--- src/rtl/counter.sv ---
// -----------------------------------------------------------------------------
// counter
//   Free-running unsigned up-counter for the frequency meter. The same block
//   serves as the reference-clock counter and as the measured-clock counter.
//   The count wraps at a terminal value. The terminal value is 2^WIDTH-1 in
//   full-range mode (MODULUS=0), or MODULUS-1 when MODULUS>0.
//
// Parameters
//   WIDTH    counter width in bits (1..64)
//   MODULUS  0 = full range; N>0 = count 0..N-1 (N must not exceed 2^WIDTH)
//
// Ports
//   clock   in   1      sole clock; all state changes on its rising edge
//   sclr    in   1      synchronous active-high clear (q <= 0)
//   aclr    in   1      second clear request; also sampled on clock, same
//                       priority as sclr
//   cnt_en  in   1      count enable; 0 holds q
//   sload   in   1      synchronous load of data into q
//   data    in   WIDTH  load value; reduced modulo MODULUS when MODULUS>0
//   cout    out  1      terminal-count flag, decoded from q only
//   q       out  WIDTH  current count, registered
//
// Per-edge priority: clear > load > count > hold.
// -----------------------------------------------------------------------------
module counter #(
  parameter int unsigned WIDTH   = 32,
  parameter int unsigned MODULUS = 0
) (
  input  logic             clock,
  input  logic             sclr,
  input  logic             aclr,
  input  logic             cnt_en,
  input  logic             sload,
  input  logic [WIDTH-1:0] data,
  output logic             cout,
  output logic [WIDTH-1:0] q
);

  // Terminal count. The modulo arm is computed in 64 bits so that
  // MODULUS-1 never underflows into the WIDTH-bit constant.
  localparam logic [63:0]      MOD64 = 64'(MODULUS);
  localparam logic [63:0]      TERM64 = (MODULUS == 32'd0) ? 64'd0 : (MOD64 - 64'd1);
  localparam logic [WIDTH-1:0] TERM  = (MODULUS == 32'd0) ? {WIDTH{1'b1}}
                                                          : TERM64[WIDTH-1:0];

  // Count register. The declaration value gives a defined power-up state on
  // FPGA targets before the first clear arrives.
  logic [WIDTH-1:0] r_q = '0;
  logic [WIDTH-1:0] w_q_nxt;
  logic [WIDTH-1:0] w_load_val;
  logic [WIDTH-1:0] w_inc;
  logic             w_clr;
  logic             w_is_term;

  // Load value, reduced into the legal count range when a modulus is set.
  generate
    if (MODULUS == 32'd0) begin : g_full_range
      assign w_load_val = data;
    end else begin : g_modulo
      // Division by a constant; the reduction is done in 64 bits so that
      // WIDTH and MODULUS never need a common narrower width.
      logic [63:0] w_mod64;
      assign w_mod64    = 64'(data) % MOD64;
      assign w_load_val = w_mod64[WIDTH-1:0];
    end
  endgenerate

  assign w_clr     = sclr | aclr;
  assign w_is_term = (r_q == TERM);
  // Wrapping at TERM covers both modes. In full range the +1 overflows to 0
  // anyway. With a modulus, the explicit compare is what forces the wrap.
  assign w_inc     = w_is_term ? {WIDTH{1'b0}} : (r_q + {{(WIDTH-1){1'b0}}, 1'b1});

  // Next-count selection: clear > load > count > hold.
  always_comb begin
    w_q_nxt = r_q;
    if (w_clr) begin
      w_q_nxt = {WIDTH{1'b0}};
    end else if (sload) begin
      w_q_nxt = w_load_val;
    end else if (cnt_en) begin
      w_q_nxt = w_inc;
    end else begin
      w_q_nxt = r_q;
    end
  end

  // Count register update. The clear is synchronous and takes the highest priority.
  always_ff @(posedge clock) begin
    if (w_clr) begin
      r_q <= {WIDTH{1'b0}};
    end else begin
      r_q <= w_q_nxt;
    end
  end

  assign q    = r_q;
  assign cout = w_is_term;

endmodule

--- config.mk ---
export PLATFORM = sky130hd
export DESIGN_NAME = counter
export DESIGN_NICKNAME = d
export VERILOG_FILES = /design/src/rtl/counter.sv
export SDC_FILE = /design/constraint.sdc
export NUM_CORES = 1
export LEC_CHECK = 0
export ABC_AREA = 1
export ABC_CLOCK_PERIOD_IN_PS = 2100
export CORE_AREA = 2 2 80 66
export CTS_CLUSTER_DIAMETER = 50
export DETAILED_ROUTE_END_ITERATION = 16
export DIE_AREA = 0 0 82 68
export GPL_TIMING_DRIVEN = 1
export PLACE_DENSITY = 0.82
export SYNTH_ARGS = -nofsm -noshare
export SYNTH_HDL_FRONTEND = slang
export SYNTH_SLANG_ARGS = --single-unit
export TNS_END_PERCENT = 10
--- constraint.sdc ---
create_clock -name clock -period 2.1 [get_ports clock]
set_input_delay 0.42 -clock clock [delete_from_list [all_inputs] [get_ports clock]]
set_output_delay 0.42 -clock clock [all_outputs]
set_load 0.05 [all_outputs]
==> reports/qor.txt, run 1 <==
Outcome - finished, final reports clean
Fin crit period - 2046 ps
Critical Path Fanout Max - 6
Synth Area in Adders - 0.5727%
Post-synthesis cell count - 333
Clk Latency, worst-skew pair - 290 ps
Final core occ - 64.08%
First-pass GRT wire length - 10.38 mm
Crit-path max cell delay - 860 ps
P_leak - 1.126 nW
Average wire per standard cell - 14.63 µm
Yosys reg bits - 32
Total negative slack - 0 ps
Mux share of post-synthesis cell area - 0%
Crit-path slowest cell - clkdlybuf4s50_1
CP cell instances - clkdlybuf4s50_1
Largest net degree at the start of global routing - 33
Biggest area consumer among synthesized cells - dfxtp_1
Peak VDD IR - 0.0003474 V
RD Place Congestion - 0.8995
Final ANT Viol Nets - 0
Clk slew on worst S/H paths - 70 ps
FMAX - 488.7 MHz
Critical Path AT - 1630 ps
Area share of the largest cell type after synthesis - 29.32%
Overall Power - 1.466 mW
Largest register FFs - 32
Die Footprint - 5576 µm²
Switching Fraction - 29.43%
Largest family of logic cells by synthesized area - simple AND/OR/NAND/NOR gates
Grt ovf - 0
Kind of critical path - flip-flop to output pin
CTS Buffer Depth - 2
Worst slew pin tran - 655.2 ps
Detailed Place HPWL - 4.904 mm
Sequential group share of total power - 45.0%
Max Clock Skew - 3.237 ps
CTS Root Cell - clkbuf_8
Worst Path Required - 1680 ps
Via-to-Cell Ratio - 5.497
Dpl cells - 456
Starting Density - 45.19%
Final wirelength - 6.863 mm
Die H - 68 µm
TritonRoute pass-1 iters - 5
Die X - 82 µm
P_sw - 0.4313 mW
Largest registers - q (32)
Seq/Total Area, Yosys - 29.32%
Xor/xnor share of the synthesized area - 5.212%
Hold/Removal Path Class - flip-flop to flip-flop
Post-synthesis compound-gate area fraction - 20.16%
Final hold viol count - 0
Global Route Usage Sum - 24.47%
Max Cap Viol - 0
CP Capture Type - output pin
Inserted Clock Buffers - 5
H-tree levels - 2
Simple-gate share of the synthesized area - 36.14%
Power Density - 473.1 nW/µm²
Clock power share - 34.3%
Num rows - 23
Final setup viols - 0
Internal power - 1.034 mW
Clock sinks - 32
Vias in the first global route - 2198
CP Launch Type - flip-flop
Core area - 4835 µm²
Crit share post-route - 97.44%
Top reg by flops - q
Yosys cell types - 29
Initial antenna violation count - 0
Synthesized area per cell - 6.560 µm²
Rel. slew slack - 56.32%
Top delay family on crit path - buffers and inverters
Comb power frac - 20.7%
Share of cells above drive strength 1 - 11.79%
Detailed-route DRC error count - 0
IO Pins - 70
Initial drt markers - 241
Area contributors post-synth - dfxtp_1, nand2_1, a22oi_1, a21oi_1, nor2_1
Finished Layout Cells - 469
Port Buf Inserts - 69
Syn Nets - 371
Routed vias - 2578
Area grow syn2layout - 41.81%
Synth warn - 0
TritonCTS clock tree - done
Number of buffers and inverters on the critical path - 1
# hold bufs at CTS - 0
Mapped cell area - 2185 µm²
FF-to-FF setup slack - 320 ps
Nets - 444
ANT cells - 0
Slew Viols, Final - 0
-- logic make-up (layout without fill, tap and decap cells) --
group / Yosys count / after routing
adders and majority gates: 1 / 1
and+or+nand+nor: 174 / 174
DFF: 32 / 32
AOI/OAI and AO/OA: 69 / 69
buffers and inverters: 44 / 118
xor gates and xnor gates: 13 / 13
-- path summary, 6_finish.rpt --
path	cells after the start	endpoint	startpoint
hold / removal	3	q[14]	q[14]
setup / recovery	1	q[5]	q[5]
hold reg to reg	3	q[14]	q[14]
setup reg to reg	11	q[16]	q[0]
-- cell type report --
cell class                 count  area, µm²
clock buffer                   8      90.09
fill                         430       1737
inverter                      31      121.4
multi-input combinational    257       1379
sequential                    32      651.9
tap                           62      77.57
timing repair buffer          79      778.2
-- synth_stat cells --
cell type  instances
buf_8              1
dfxtp_1           32
nand4_1            8
inv_1             30
a21oi_1           30
xor2_1             7
nand3_1           24
inv_4              1
a21boi_0           1
ha_1               1
o21ai_0            1
clkbuf_1          10
a21o_1             3
o21bai_1           1
or2_2              2
nor2_4             1
xnor2_1            6
nor2_1            40
nand2_1           82
buf_6              1
nor2_2             6
a22oi_1           31
nand3b_1           1
nand3_2            7
o21a_1             2
nand2_4            1
nand2_2            1
nor3_1             1
buf_2              1
-- cells in the final DEF, fill, tap and decap left out --
cell type         n
inv_1            29
ha_2              1
nand2_4           1
xor2_1            7
buf_12            1
xnor2_1           6
o21ai_0           1
buf_4            10
a21boi_0          1
a21oi_1          30
nand3b_1          1
a21o_1            3
dlymetal6s2s_1    1
nor3_1            1
nand4_1           8
or2_2             2
dfxtp_2           6
inv_4             2
nor2_4            2
clkbuf_8          6
nor2_2            7
nand2_2           2
o21bai_1          1
dfxtp_4           1
nand3_4           1
clkdlybuf4s50_1  67
a22oi_1          31
clkbuf_1          2
nand2_1          81
nand3_1          24
nand3_2           6
nor2_1           38
o21a_1            2
dfxtp_1          25
-- power by group through the flow --
stage	clock network, mW	registers, mW	logic (mW)
floorplan	0	0.735	0.101
global placement	0	0.671	0.292
detailed placement	0	0.672	0.298
CTS	0.507	0.659	0.299
global route	0.539	0.662	0.322
finish	0.503	0.659	0.304
-- what timing repair did --
action,in CTS,in global routing
pin swaps,1,3
resized for setup,0,13
setup endpoints to repair,1,2
cloned,0,0
buffers inserted,1,4
-- metrics by stage --
step / setup WS [ps] / cell area [µm²] / hold slack [ps]
after global placement: 245.6 / 2938 / 549.7
final: 53.86 / 3098 / 596.7
after floorplan: 1.434 / 2188 / 580.3
after global routing: -1.143 / 3098 / 631.6
after CTS: 6.852 / 3035 / 580.7
after detailed placement: 207.6 / 2938 / 562.2
-- routing by layer --
| layer | part of all wire, % | up-vias | wire length (µm) | track usage (%) |
|---|---|---|---|---|
| li1 | - | 1262 | - | - |
| met1 | 43 | 1160 | 2955 | 32.45 |
| met2 | 45 | 142 | 3072 | 38.01 |
| met3 | 10 | 14 | 716 | 7.256 |
| met4 | 1.7 | 0 | 118 | 8.333 |
| met5 | 0 | - | 0 | 0 |
No activity file was read; power rests on OpenSTA's default activity.
==> run 2, diff against run 1 <==
--- a/config.mk
+++ b/config.mk
@@ -7,12 +7,14 @@
 export LEC_CHECK = 0
 export ABC_AREA = 1
 export ABC_CLOCK_PERIOD_IN_PS = 2100
-export CORE_AREA = 2 2 80 66
+export CELL_PAD_IN_SITES_DETAIL_PLACEMENT = 0
+export CELL_PAD_IN_SITES_GLOBAL_PLACEMENT = 1
+export CORE_AREA = 2 2 96 79
 export CTS_CLUSTER_DIAMETER = 50
 export DETAILED_ROUTE_END_ITERATION = 16
-export DIE_AREA = 0 0 82 68
+export DIE_AREA = 0 0 98 81
 export GPL_TIMING_DRIVEN = 1
-export PLACE_DENSITY = 0.82
+export PLACE_DENSITY = 0.81
 export SYNTH_ARGS = -nofsm -noshare
 export SYNTH_HDL_FRONTEND = slang
 export SYNTH_SLANG_ARGS = --single-unit
==> run 2 against run 1 <==
Final area rose by 1.1%. Non-clock buffer count is 1 higher. Combinational power about the same. Core utilization down 20 points. Via count is 4.7% lower. Largest power group unchanged. Clock power is 12% lower. Hold slack worse by 12 ps.
==> reports/qor.txt, run 2 (synthesized netlist as in run 1, its figures left out) <==
Power Density - 449.3 nW/µm² (-5.0%)
RSZ-0062 raised after global routing - false
Commonest non-fill, non-tap cell in the layout - nand2_1
RD Place Congestion - 0.8698 (-3.3%)
Rel. slew slack - 55.95% (-0.37 points)
Starting Density - 30.72% (-14 points)
Final hold viol count - 0 (unchanged)
Seq. cell area - 655.6 µm² (+0.58%)
Die X - 98 µm (+20%)
Inserted Clock Buffers - 5 (unchanged)
Critical path origin - q[24]
Outcome - finished, final reports clean
Vias in the first global route - 2341 (+6.5%)
Hold/Removal Path Class - flip-flop to flip-flop
TritonCTS clock tree - done
Final ANT Viol Nets - 0 (unchanged)
FF-to-FF setup slack - 310 ps (about the same)
Fin crit period - 2062 ps (+15.83 ps)
Top reg by flops - q
Final setup viols - 0 (unchanged)
Setup crit end - q[24]
Grt ovf - 0 (unchanged)
Kind of critical path - flip-flop to output pin
Die Footprint - 7938 µm² (+42%)
TritonRoute pass-1 iters - 4 (-1)
FMAX - 485.0 MHz (-0.77%)
Port Buf Inserts - 69 (unchanged)
IO Pins - 70 (unchanged)
Clk slew on worst S/H paths - 70 ps (about the same)
Critical Path AT - 1640 ps (about the same)
Peak VDD IR - 0.0002634 V (-24%)
P_leak - 1.128 nW (+0.15%)
Reg2reg start - q[0]
Share of cells above drive strength 1 - 14.00% (+2.2 points)
Worst Path Required - 1680 ps (about the same)
Largest register FFs - 32 (unchanged)
Max Clock Skew - 4.449 ps (+1.212 ps)
Average wire per standard cell - 13.87 µm (-5.2%)
Fillers - 745 (+73%)
Initial antenna violation count - 0 (unchanged)
Slew Viols, Final - 0 (unchanged)
Overall Power - 1.407 mW (-4.0%)
Core area - 7112 µm² (+47%)
Largest net degree at the start of global routing - 33 (unchanged)
Detailed Place HPWL - 5.157 mm (+5.2%)
CTS Buffer Depth - 2 (unchanged)
CP Capture Type - output pin
Multi-input combinational cell area - 1386 µm² (+0.54%)
Num rows - 28 (+22%)
Critical Path Fanout Max - 7 (+1)
Stages on the worst setup path - 1 (unchanged)
Top delay family on crit path - buffers and inverters
Crit share post-route - 98.19% (+0.75 points)
Max Cap Viol - 0 (unchanged)
Reg2reg end - q[30]
Clk Latency, worst-skew pair - 280 ps (about the same)
Global Route Usage Sum - 17.48% (-7.0 points)
First-pass GRT wire length - 11.43 mm (+10%)
ANT cells - 0 (unchanged)
Die H - 81 µm (+19%)
H-tree levels - 2 (unchanged)
R2R depth - 10 (-1)
Largest registers - q (32)
Commonest cells after routing, fill and taps aside - nand2_1, clkdlybuf4s50_1, nor2_1, a22oi_1, a21oi_1
Total negative slack - 0 ps (unchanged)
Number of buffers and inverters on the critical path - 1 (unchanged)
Clock sinks - 32 (unchanged)
CP Launch Type - flip-flop
Final wirelength - 6.891 mm (+0.41%)
Via-to-Cell Ratio - 4.946 (-10%)
Area grow syn2layout - 43.36%
Routed vias - 2458 (-4.7%)
Initial drt markers - 145 (-40%)
CTS Root Cell - clkbuf_8
Worst slew pin tran - 660.7 ps (+5.559 ps)
Detailed-route DRC error count - 0 (unchanged)
CP cell instances - clkdlybuf4s50_1
Crit-path slowest cell - clkdlybuf4s50_1
Crit-path max cell delay - 870 ps (about the same)
Nets - 445 (+0.23%)
[run 2: repair_timing]
item	CTS	global route
hold buffers	0	0
setup buffers	0	1
setup endpoints to repair	1	1
resized for setup	3	15
pin swaps	0	1
[run 2: worst min path at each step]
stage	cells past startpoint	from	to	slack (ps)
global route	2	q[2]	q[2]	640
finish	2	q[1]	q[1]	580
floorplan	2	cnt_en	q[30]	580
detailed placement	3	q[0]	q[0]	570
CTS	3	q[0]	q[0]	580
global placement	3	q[0]	q[0]	560
[run 2: power by group]
group          switching [mW]  internal, mW
Sequential             0.0314         0.629
Combinational           0.162         0.141
Clock                   0.219         0.225
Total                   0.412         0.995
[run 2: area by class of cell]
type / count / share of cell area (%)
tap: 90 / 3.596
clock inverter: 1 / 0.1598
clock buffer: 6 / 2.317
multi-input combinational: 257 / 44.27
inverter: 31 / 3.795
sequential: 32 / 20.93
timing repair buffer: 80 / 24.93
[run 2: routing by layer]
layer  up-vias  track usage [%]  wire length, µm
met2        66            28.36             3078
met4         0            3.333               29
li1       1265                -                -
met5         -                0                0
met3         2            3.614              375
met1      1125            24.32             3407
[run 2: per-stage QoR]
stage	setup WS [ps]	utilization, %	std cells	instance area [µm²]	hold slack (ps)
finish	38.03	44.04	497	3132	584.8
global route	3.312	44.04	497	3132	636.2
CTS	19.29	43.44	496	3089	583.5
detailed placement	237.2	42.29	489	3008	566.9
global placement	244.4	42.29	489	3008	563.3
floorplan	1.434	-	333	2188	580.3
